File: src/rtl/dot_matrix_pkg.sv
// Shared types, defaults and PWM helper for the dot-matrix scanner.
// Optional PWM dimming is enabled with `define DOTMATRIX_PWM_EN.
package dot_matrix_pkg;

  typedef enum logic {
    S_BLANK,
    S_SHOW
  } state_t;

  localparam int DEF_COLS  = 16;
  localparam int DEF_ROWS  = 16;
  localparam int DEF_DWELL = 1000;
  localparam int DEF_BLANK = 4;

  // Number of lit cycles per dwell for a 4-bit brightness level.
  function automatic int pwm_thr(
    input logic [3:0] b,
    input int         dwell
  );
    return ((int'(b) + 1) * dwell) >> 4;
  endfunction

endpackage

File: src/rtl/dot_matrix_frame_buf.sv
// Double-buffered column store: back buffer written, front buffer read.
// Optional PWM dimming is enabled with `define DOTMATRIX_PWM_EN (not used here).
module dot_matrix_frame_buf #(
  parameter int COLS  = 4,
  parameter int ROWS  = 8,
  parameter int COL_W = 2
) (
  input  logic             clk,
  input  logic             rst,
  input  logic             we,
  input  logic [COL_W-1:0] waddr,
  input  logic [ROWS-1:0]  wdata,
  input  logic             toggle,
  input  logic [COL_W-1:0] raddr,
  output logic [ROWS-1:0]  rdata,
  output logic             sel
);

  logic [ROWS-1:0] mem [2][COLS];

  always_ff @(posedge clk or posedge rst) begin
    if (rst) begin
      for (int b = 0; b < 2; b++)
        for (int c = 0; c < COLS; c++)
          mem[b][c] <= '0;
      sel <= 1'b0;
    end else begin
      // Write uses the pre-toggle select, so a write in the swap cycle
      // lands in the buffer that is about to become the front.
      if (we && (int'(waddr) < COLS))
        mem[~sel][waddr] <= wdata;
      if (toggle)
        sel <= ~sel;
    end
  end

  assign rdata = mem[sel][raddr];

endmodule

File: src/rtl/dot_matrix_scanner.sv
// Double-buffered LED dot-matrix column scanner with blanking.
// Optional PWM dimming is enabled with `define DOTMATRIX_PWM_EN.
module dot_matrix_scanner
  import dot_matrix_pkg::*;
#(
  parameter  int COLS  = DEF_COLS,
  parameter  int ROWS  = DEF_ROWS,
  parameter  int DWELL = DEF_DWELL,
  parameter  int BLANK = DEF_BLANK,
  localparam int COL_W = $clog2(COLS)
) (
  input  logic             CLK,
  input  logic             RESET,
  input  logic             IN_CLR,
  input  logic             LOAD,
  input  logic [COL_W-1:0] load_addr,
  input  logic [ROWS-1:0]  in_column,
  input  logic             SWAP,
`ifdef DOTMATRIX_PWM_EN
  input  logic [3:0]       brightness,
`endif
  output logic [COL_W-1:0] column_seg,
  output logic [ROWS-1:0]  out_column,
  output logic             COLUMN_CLK,
  output logic             OUT_CLR,
  output logic             frame_sync,
  output logic             swap_pending
);

  localparam int CMAX  = (DWELL > BLANK) ? DWELL : BLANK;
  localparam int CNT_W = $clog2(CMAX) + 1;

  state_t           state;
  logic [CNT_W-1:0] cnt;
  logic [ROWS-1:0]  front_col;
  logic             front_sel;
  logic             end_blank;
  logic             end_show;
  logic             wrap;
  logic             toggle;
  logic             lit_first;
  logic             lit_next;
  logic [COL_W-1:0] next_col;

  assign end_blank = (state == S_BLANK)
                  && (cnt == CNT_W'(BLANK - 1));
  assign end_show  = (state == S_SHOW)
                  && (cnt == CNT_W'(DWELL - 1));
  assign wrap      = end_show
                  && (column_seg == COL_W'(COLS - 1));
  assign toggle    = wrap && swap_pending && !IN_CLR;
  assign next_col  = (column_seg == COL_W'(COLS - 1))
                   ? '0 : column_seg + 1'b1;

`ifdef DOTMATRIX_PWM_EN
  logic [3:0] bright_q;

  always_ff @(posedge CLK or posedge RESET) begin
    if (RESET)
      bright_q <= 4'hF;
    else if (wrap && !IN_CLR)
      bright_q <= brightness;
  end

  // Gating is evaluated for the cycle being registered, i.e. cnt+1.
  assign lit_first = 0 < pwm_thr(bright_q, DWELL);
  assign lit_next  = (int'(cnt) + 1) < pwm_thr(bright_q, DWELL);
`else
  assign lit_first = 1'b1;
  assign lit_next  = 1'b1;
`endif

  dot_matrix_frame_buf #(
    .COLS (COLS),
    .ROWS (ROWS),
    .COL_W(COL_W)
  ) u_buf (
    .clk   (CLK),
    .rst   (RESET),
    .we    (LOAD),
    .waddr (load_addr),
    .wdata (in_column),
    .toggle(toggle),
    .raddr (column_seg),
    .rdata (front_col),
    .sel   (front_sel)
  );

  always_ff @(posedge CLK or posedge RESET) begin
    if (RESET) begin
      state        <= S_BLANK;
      cnt          <= '0;
      column_seg   <= '0;
      out_column   <= '0;
      COLUMN_CLK   <= 1'b0;
      OUT_CLR      <= 1'b1;
      frame_sync   <= 1'b0;
      swap_pending <= 1'b0;
    end else if (IN_CLR) begin
      state        <= S_BLANK;
      cnt          <= '0;
      column_seg   <= '0;
      out_column   <= '0;
      COLUMN_CLK   <= 1'b0;
      OUT_CLR      <= 1'b1;
      frame_sync   <= 1'b0;
      swap_pending <= 1'b0;
    end else begin
      COLUMN_CLK <= 1'b0;
      frame_sync <= 1'b0;
      unique case (state)
        S_BLANK: begin
          if (end_blank) begin
            state      <= S_SHOW;
            cnt        <= '0;
            OUT_CLR    <= 1'b0;
            out_column <= lit_first ? front_col : '0;
          end else begin
            cnt <= cnt + 1'b1;
          end
        end
        S_SHOW: begin
          if (end_show) begin
            state      <= S_BLANK;
            cnt        <= '0;
            column_seg <= next_col;
            COLUMN_CLK <= 1'b1;
            frame_sync <= wrap;
            OUT_CLR    <= 1'b1;
            out_column <= '0;
          end else begin
            cnt        <= cnt + 1'b1;
            out_column <= lit_next ? front_col : '0;
          end
        end
        default: state <= S_BLANK;
      endcase
      if (toggle)
        swap_pending <= 1'b0;
      else if (SWAP)
        swap_pending <= 1'b1;
    end
  end

  logic unused_sel;
  assign unused_sel = front_sel;

endmodule

File: config.mk
export PLATFORM = sky130hd
export DESIGN_NAME = dot_matrix_scanner
export DESIGN_NICKNAME = d
export VERILOG_FILES = /design/src/rtl/dot_matrix_pkg.sv /design/src/rtl/dot_matrix_frame_buf.sv /design/src/rtl/dot_matrix_scanner.sv
export SDC_FILE = /design/constraint.sdc
export NUM_CORES = 1
export LEC_CHECK = 0
export CORE_MARGIN = 5
export CORE_UTILIZATION = 45
export CTS_BUF_LIST = sky130_fd_sc_hd__clkbuf_16
export CTS_CLUSTER_DIAMETER = 200
export CTS_CLUSTER_SIZE = 12
export DETAILED_ROUTE_END_ITERATION = 7
export HOLD_SLACK_MARGIN = 0.15
export MAX_ROUTING_LAYER = met4
export PLACE_DENSITY = 0.72
export SLEW_MARGIN = 15
export SYNTH_ARGS = -nofsm -noshare
export SYNTH_HDL_FRONTEND = slang
export SYNTH_HIERARCHICAL = 1
export SYNTH_SLANG_ARGS = --single-unit
File: constraint.sdc
create_clock -name CLK -period 59.2 [get_ports CLK]
set_input_delay 17.76 -clock CLK [delete_from_list [all_inputs] [get_ports CLK]]
set_output_delay 17.76 -clock CLK [all_outputs]
set_load 0.02 [all_outputs]
Word level (Yosys, flattened, before mapping)
Cells that the tools add are included.
{"block": "totals", "reg_bits": 549, "in_bits": 25, "out_inout_bits": 24, "elab_cells": 113}
{"block": "op_classes", "n_addsub": 2, "n_lt_le_gt_ge": 6, "eq_ne": 5, "mux": 40, "n_bitwise": 6, "reduce_logical": 13}
{"op": "256-bit 2-to-1 mux", "n": 4}
{"op": "512-bit bitwise mux", "n": 1}
{"op": "256-bit demux with 1-bit select", "n": 1}
{"op": "16-bit 2-to-1 mux", "n": 6}
{"op": "16-bit binary-select mux with 4-bit select", "n": 1}
{"op": "16-bit demux with 4-bit select", "n": 1}
{"op": "11-bit 2-to-1 mux", "n": 3}
{"op": "16-bit one-hot mux with 2 select lines", "n": 1}
{"op": "11-bit one-hot mux with 2 select lines", "n": 1}
{"op": "4-bit 2-to-1 mux", "n": 4}
{"op": "1-bit 2-to-1 mux", "n": 15}
{"op": "11-bit by 1-bit adder with 11-bit output, second input constant", "n": 1}
{"op": "11-bit by 10-bit == test with 1-bit output, second input constant", "n": 1}
{"op": "11-bit by 2-bit == test with 1-bit output, second input constant", "n": 1}
{"op": "5-bit >= comparator, second input constant", "n": 2}
{"op": "4-bit inverter with 5-bit output", "n": 2}
{"op": "1-bit logical AND", "n": 7}
{"op": "5-bit by 1-bit < comparator with 1-bit output, second input constant", "n": 1}
{"op": "4-bit by 1-bit adder with 4-bit output, second input constant", "n": 1}
{"op": "4-bit == test, second input constant", "n": 1}
{"op": "2-bit >= comparator, second input constant", "n": 2}
{"op": "1-bit inverter with 2-bit output", "n": 2}
{"op": "1-bit one-hot mux with 2 select lines", "n": 2}
{"op": "2-bit AND reduction", "n": 2}
{"op": "7 further kinds", "n": 9}

Depth between registers and ports, before layout
Gate-level depths: netlist of the first run.
{"block": "depth", "word_depth": 10, "depth_mapped": 10}

Hierarchy
The synthesis of the first run kept the hierarchy.
{"mod": "dot_matrix_frame_buf", "instances": 1, "cells_per_inst": 1740, "area_each_um2": 23764.0, "seq_area_each_um2": 12837.3}
{"mod": "dot_matrix_scanner", "instances": 1, "cells_per_inst": 167, "area_each_um2": 1676.6, "seq_area_each_um2": 902.1}

Least setup slack after synthesis of the first run
OpenSTA, ideal clock, no wires.
{"block": "synth_path", "path_kind": "input to register", "from": "input LOAD", "to": "register u_buf/mem[192] (netlist name)", "setup_time_ns": 0.125, "arrival_time_ns": 19.197, "required_time_ns": 59.075, "setup_slack_ns": 39.877, "path_stages": 8, "cell_sequence": "buf_4 nand2b_1 buf_6 or2_1 or3_1 buf_6 buf_6 mux2_4"}
{"element": "from (decl)", "line_no": "dot_matrix_scanner.sv:15", "rtl": "input logic LOAD,"}
{"element": "to (signal, indexed assignment)", "line_no": "dot_matrix_frame_buf.sv:31", "rtl": "mem[~sel][waddr] <= wdata;"}
{"element": "to (decl)", "line_no": "dot_matrix_frame_buf.sv:19", "rtl": "logic [ROWS-1:0] mem [2][COLS];"}

==> results of run 1 <==
## cell families (layout without fill, tap and decap cells)
logic type / count (synthesis) / after routing / share of synthesized area [%]
other: 0 / 5 / 0
xor gates and xnor gates: 11 / 11 / 0.379
DFF: 549 / 549 / 54.0
AOI/OAI and AO/OA: 169 / 169 / 4.56
buffers and inverters: 175 / 154 / 3.15
and+or+nand+nor: 233 / 233 / 4.92
muxes: 768 / 768 / 32.9
adders and majority gates: 2 / 2 / 0.0983
## cell usage after synthesis (4+ instances only)
| cell type | instances | area, um2 |
|---|---|---|
| nor2_1 | 15 | 56.3 |
| mux2_2 | 502 | 5650 |
| a31oi_1 | 16 | 100 |
| nand2b_1 | 7 | 43.8 |
| nand4_1 | 22 | 138 |
| dfrtp_1 | 548 | 13700 |
| nor2_2 | 17 | 106 |
| buf_1 | 7 | 26.3 |
| nand2_1 | 63 | 236 |
| mux2_4 | 10 | 150 |
| xor2_1 | 7 | 61.3 |
| a22oi_1 | 64 | 480 |
| xnor2_1 | 4 | 35.0 |
| a21oi_1 | 51 | 255 |
| nand3_1 | 54 | 270 |
| nand2_2 | 4 | 25.0 |
| mux2i_1 | 256 | 2560 |
| buf_4 | 4 | 30.0 |
| nor3_1 | 21 | 105 |
| a22o_1 | 32 | 280 |
| inv_1 | 5 | 18.8 |
| buf_6 | 5 | 56.3 |
| buf_2 | 74 | 370 |
| clkbuf_1 | 80 | 300 |
| nor2b_1 | 4 | 25.0 |
## power by group through the flow
stage | clock network (mW) | registers (mW) | logic, mW
after CTS | 0.297 | 0.437 | 0.0757
after detailed placement | 0 | 0.443 | 0.0754
after global routing | 0.311 | 0.441 | 0.0834
final | 0.289 | 0.437 | 0.0744
after floorplan | 0 | 0.438 | 0.0614
after global placement | 0 | 0.440 | 0.0714
## per-stage QoR
stage          total power, mW  setup WS [ns]  util, %  instances
5_1_grt                  0.836          38.46     49.4       2646
2_1_floorplan            0.499          27.11        -       1907
3_3_place_gp             0.511          38.37     47.0       2577
4_1_cts                  0.809          38.88     49.5       2642
6_report                 0.801          38.99     49.4       2647
3_5_place_dp             0.519          38.25     47.0       2577
## routing by layer
metal / vias up / routed length (um) / GRT usage (%)
met5: - / 0 / -
met4: 0 / 1410 / 5.25
met3: 94 / 3380 / 4.12
met2: 329 / 28300 / 31.7
met1: 8041 / 27900 / 28.2
li1: 6820 / - / -
## how the worst max path moves through the flow
stage                      from             end  slack (ns)  depth (start not counted)
after global routing      RESET  u_buf/mem[124]       38.46                          4
after CTS                 RESET  u_buf/mem[220]       38.88                          4
final                     RESET  u_buf/mem[334]       38.99                          4
after floorplan           RESET    u_buf/mem[0]       27.11                          1
after detailed placement  RESET  u_buf/mem[476]       38.25                          4
after global placement    RESET  u_buf/mem[204]       38.37                          4
## cell type report
type / instances / area (um2)
antenna: 5 / 12.5
clock buffer: 53 / 1330
clock inverter: 12 / 46.3
fill: 4870 / 28400
inverter: 5 / 26.3
multi-input combinational: 1183 / 10900
sequential: 549 / 13700
tap: 756 / 946
timing repair buffer: 84 / 727
## registers in the layout, summed over array words and instances, names as in the netlist, 4 cells and up
signal,flops
u_buf/mem,512
out_column,16
cnt,11
column_seg,4
## worst max-delay path, cell delays in order
cell             delay, ns
clkdlybuf4s50_1       0.51
inv_8                 0.73
buf_4                 0.92
buf_4                 0.76
==> metrics.log, run 1 <==
INFO  metric hold_violation_count_in_the_final_report = 0
INFO  metric fin_area = 27,800 um2
INFO  metric timing.setup.tns = 0 ns
INFO  metric setup_viol = 0
INFO  metric internal_power = 614 uW
INFO  metric portBuffers = between 40 and 50
INFO  metric cts.sinks = 549
INFO  metric critical_path_maximum_fanout = roughly 150
INFO  metric timing.max_slew.rel_slack = a little under a fifth
INFO  metric r2r_cells = 8
INFO  metric avgSynthCellArea = 13.3 um2
INFO  metric run_status = complete, no violations
INFO  metric drt-pass1-iter-count = 5
INFO  metric min_delay_path_class = reg2reg
INFO  metric critPathCaptureType = async pin
INFO  metric setup_slack_of_the_most_critical_reg_to_reg_path = 55.63 ns
INFO  metric maximum_number_of_pins_on_one_net_before_global_route_repair = 148
INFO  metric grt_util_all_layers = 20.6%
INFO  metric peakVddDrop = 0.0230 mV
INFO  metric placer_s_final_routability_congestion_estimate = ~0.8
INFO  metric drt_first_iter_violations = 1,301
INFO  metric power_switching = 186 uW
INFO  metric routed_wirelength = 60.9 mm
INFO  metric final_net_count = 1,901
INFO  metric cts_tree = done
INFO  metric grt_pass1_wl = 95.5 mm
INFO  metric postSynthCellCount = 1,907
INFO  metric avgRoutedWirePerCell = 23.0 um
INFO  metric worst_setup_hold_path_clk_slew = 0.06 ns
INFO  metric power.combinational.fraction = 9.3%
INFO  metric dominantRegCellSynth = dfrtp_1
INFO  metric cap_violations = 0
INFO  metric whs_endpoint = OUT_CLR
INFO  metric slew_of_the_pin_with_the_lowest_slew_margin = about 1.2 ns
INFO  metric initial_core_util = 45.3%
INFO  metric p_seq_share = 54.6%
INFO  metric die_height = 248 um
INFO  metric critical_path_arrival = 20.84 ns
INFO  metric timing.critical_path.required = between 50 and 60 ns
INFO  metric postCtsSetupRepairBufs = 0
INFO  metric clock_buffers_created_by_tritoncts = 51
INFO  metric crit_type = in2async
INFO  metric power.density_cell_area = 28.8 nW/um2
INFO  metric hp-start = OUT_CLR
INFO  metric synth_enable_flop_cells = 0
INFO  metric final_max_slew_viol_count = 0
INFO  metric clock_path_buffers = 3
INFO  metric netSwitchingFraction = a little under a quarter
INFO  metric io_pins = between 40 and 50
INFO  metric final_layout_size_suffix_gt1_share = around 35%
INFO  metric core_region_area = between 50,000 and 60,000 um2
INFO  metric most_frequent_standard_cell_in_the_layout_excluding_fill_and_tap_cells = dfrtp_1
INFO  metric hold-path-cell-count = 2
INFO  metric p_clk_share = 36.1%
INFO  metric hold_buffers = 0
INFO  metric final_min_period_over_clock_period = 34.1%
INFO  metric crit-reg2reg-launch = u_buf/sel
INFO  metric synth-warning-count = 6
INFO  metric setup.worst_path.start_class = primary input
INFO  metric max_freq = 49.5 MHz
INFO  metric first_global_vias = 16,100
INFO  metric placement.cell_area = around 26,000 um2
INFO  metric fp.dieArea = just over 60,000 um2
INFO  metric yosysUniqueCellTypes = 47
INFO  metric ant_nets = 0
INFO  metric seq_area_frac_synth = 54.0%
INFO  metric cts.root.buffer_cell = clkbuf_16
INFO  metric area_growth_syn_to_layout = 9.17%
INFO  metric num_vias = roughly 15,000
INFO  metric dp_hpwl = 35.8 mm
INFO  metric gr-total-overflow = 0
INFO  metric ctsHtreeMaxLevel = 2
INFO  metric post_cts_resize_count = 0
INFO  metric layout_min_cycle_time = 20.21 ns
INFO  metric mapped_area = 25,400 um2
INFO  metric num_rows = 87
INFO  metric worst_hold_slack = 0.502 ns
INFO  metric async_flop_share = 100%
INFO  metric die_w = 248 um
INFO  metric routed_via_density = 5.77
INFO  metric leakage = 12.1 nW
INFO  metric remaining_drc_errors = 0
INFO  metric latest_clock_arrival_within_the_worst_skew_pair = approximately 0.60 ns
INFO  metric yosys_register_bits = 549
INFO  metric antenna_violations_before_repair = 4
INFO  metric syn_nets = 1,934
INFO  metric grt_setup_unrepaired = no
INFO  metric final_cell_mix = 547 x dfrtp_1, 502 x mux2_2, 256 x mux2i_1, 64 x a22oi_1, 63 x nand2_1
INFO  metric finalClockSkew = between 0.02 and 0.025 ns
INFO  metric r2r-end = out_column[0]
Power figures use the tool's default switching activity.
==> run 2: changes to the inputs <==
==> constraint.sdc (replaced) <==
create_clock -name CLK -period 19.05 [get_ports CLK]
set_input_delay 5.715 -clock CLK [delete_from_list [all_inputs] [get_ports CLK]]
set_output_delay 5.715 -clock CLK [all_outputs]
set_load 0.02 [all_outputs]
==> metrics.log, run 2 (same netlist as run 1, synthesis figures left out) <==
INFO  metric power.density_cell_area = around 90 nW/um2
INFO  metric place_worst_setup_slack = 10.29 ns
INFO  metric final_cell_mix = 547 x dfrtp_1, 502 x mux2_2, 256 x mux2i_1, 64 x a22oi_1, 63 x nand2_1
INFO  metric max_stage_delay = 0.99 ns
INFO  metric timing.critical_path.required = around 20 ns
INFO  metric critical_path_maximum_fanout = 16
INFO  metric hold_buffers = 0
INFO  metric critPathCaptureType = flop
INFO  metric portBuffers = 48
INFO  metric num_vias = 15,400
INFO  metric largest_register = u_buf/mem
INFO  metric setup.worst_path.start_class = primary input
INFO  metric cts_tree = done
INFO  metric timing.setup.tns = 0 ns
INFO  metric fill_cells = 4,864
INFO  metric largest_regs = u_buf/mem (512), out_column (16), cnt (11)
INFO  metric antenna_violations_before_repair = 7
INFO  metric post_cts_resize_count = 0
INFO  metric io_pins = 49
INFO  metric placer_s_final_routability_congestion_estimate = 0.804
INFO  metric max_freq = approximately 130 MHz
INFO  metric die_w = 248 um
INFO  metric critical_path_arrival = approximately 8.4 ns
INFO  metric core_region_area = 56,200 um2
INFO  metric drt-pass1-iter-count = 5
INFO  metric r2r_cells = 9
INFO  metric numPlacedInstances = 2,574
INFO  metric setup_viol = 0
INFO  metric cts.root.buffer_cell = clkbuf_16
INFO  metric final_min_period_over_clock_period = 41.9%
INFO  metric grt_pass1_wl = ~95 mm
INFO  metric final_max_slew_viol_count = 0
INFO  metric p_total = 2.49 mW
INFO  metric grt_util_all_layers = 20.4%
INFO  metric fp.dieArea = 61,400 um2
INFO  metric final_layout_size_suffix_gt1_share = 34.5%
INFO  metric finalNonFillerCells = between 2,000 and 3,000
INFO  metric area_growth_syn_to_layout = 9.38%
INFO  metric latest_clock_arrival_within_the_worst_skew_pair = 0.58 ns
INFO  metric hold-path-cell-count = 2
INFO  metric cts.sinks = between 500 and 600
INFO  metric ctsHtreeMaxLevel = 2
INFO  metric peakVddDrop = 0.0587 mV
INFO  metric remaining_drc_errors = 0
INFO  metric cap_violations = 0
INFO  metric initial_core_util = 45.3%
INFO  metric run_status = complete, no violations
INFO  metric slew_of_the_pin_with_the_lowest_slew_margin = between 1 and 1.5 ns
INFO  metric worst_setup_hold_path_clk_slew = 0.06 ns
INFO  metric ant_nets = 0
INFO  metric path_cells = clkdlybuf4s50_1 > nor2b_1 > nand3_1 > nor2_2 > mux2_2
INFO  metric cp_slowest_cell = nor2_2
INFO  metric avgRoutedWirePerCell = 22.8 um
INFO  metric most_frequent_standard_cell_in_the_layout_excluding_fill_and_tap_cells = dfrtp_1
INFO  metric first_global_vias = 16,300
INFO  metric timing.max_slew.rel_slack = 19.0%
INFO  metric finalClockSkew = 0.0128 ns
INFO  metric num_rows = 87
INFO  metric layout_min_cycle_time = 7.98 ns
INFO  metric gr-total-overflow = 0
INFO  metric dp_hpwl = 35.6 mm
INFO  metric min_delay_path_class = reg2reg
INFO  metric post-route-util = about half
INFO  metric die_height = 248 um
INFO  metric fin_ws = 11.07 ns
INFO  metric final_net_count = approximately 1,900
INFO  metric clock_buffers_created_by_tritoncts = 51
INFO  metric largest_register_ff_count = 512
INFO  metric postCtsSetupRepairBufs = 0
INFO  metric clock_path_buffers = 3
INFO  metric drt_first_iter_violations = 1,099
INFO  metric crit_type = in2reg
INFO  metric routed_via_density = around 5.8
INFO  metric leakage = between 10 and 15 nW
INFO  metric hold_violation_count_in_the_final_report = 0
INFO  metric routed_wirelength = 60.5 mm
INFO  metric maximum_number_of_pins_on_one_net_before_global_route_repair = 207
INFO  metric grt_setup_unrepaired = no
run 2: cell count changes in the layout (fill, tap and decap cells not counted), sizes merged:
cell           delta
diode             +3
clkdlybuf4s50     +2
buf               -3
inv               -1
clkinvlp          +1
run 2: worst max-delay path: cells and delay by family:
kind          cells  cell delay (ns)
mux               1             0.43
simple gates      3             1.63
buf+inv           1             0.66
run 2: path summary, 6_finish.rpt:
path,from,to,slack (ns)
setup reg to reg,column_seg[0],out_column[9],14.83
max in group asynchronous,RESET,u_buf/mem[137],11.52
hold reg to reg,OUT_CLR,OUT_CLR,0.49
setup / recovery,load_addr[3],u_buf/mem[330],11.07
hold / removal,OUT_CLR,OUT_CLR,0.49
min in group asynchronous,RESET,out_column[11],5.47
run 2: cell type report:
| type | instances | area (um2) | share of cell area [%] |
|---|---|---|---|
| sequential | 549 | 13700 | 49.4 |
| inverter | 5 | 22.5 | 0.0809 |
| timing repair buffer | 83 | 771 | 2.77 |
| tap | 756 | 946 | 3.40 |
| clock inverter | 12 | 46.3 | 0.166 |
| multi-input combinational | 1183 | 11000 | 39.4 |
| antenna | 8 | 20.0 | 0.0719 |
| clock buffer | 53 | 1330 | 4.77 |
run 2: per-layer routing:
layer	vias to the layer above	share of wire [%]	wire length (um)	track usage, %
met5	-	0	0	-
met4	0	2.3	1400	5.11
met3	100	5.8	3480	4.48
met2	347	46	27800	31.4
met1	8106	46	27700	27.9
li1	6834	-	-	-
run 2: power by group:
| group | internal [mW] | switching, mW | leakage [nW] |
|---|---|---|---|
| sequential | 1.29 | 0.0637 | 7.23 |
| clock | 0.489 | 0.411 | 0.716 |
| combinational | 0.128 | 0.106 | 4.21 |
run 2: stage by stage:
| stage | instance area, um2 | hold slack (ns) |
|---|---|---|
| after floorplan | 25400 | 0.459 |
| after global placement | 26400 | 0.476 |
| after detailed placement | 26400 | 0.485 |
| after CTS | 27800 | 0.496 |
| after global routing | 27800 | 0.508 |
| final | 27800 | 0.489 |
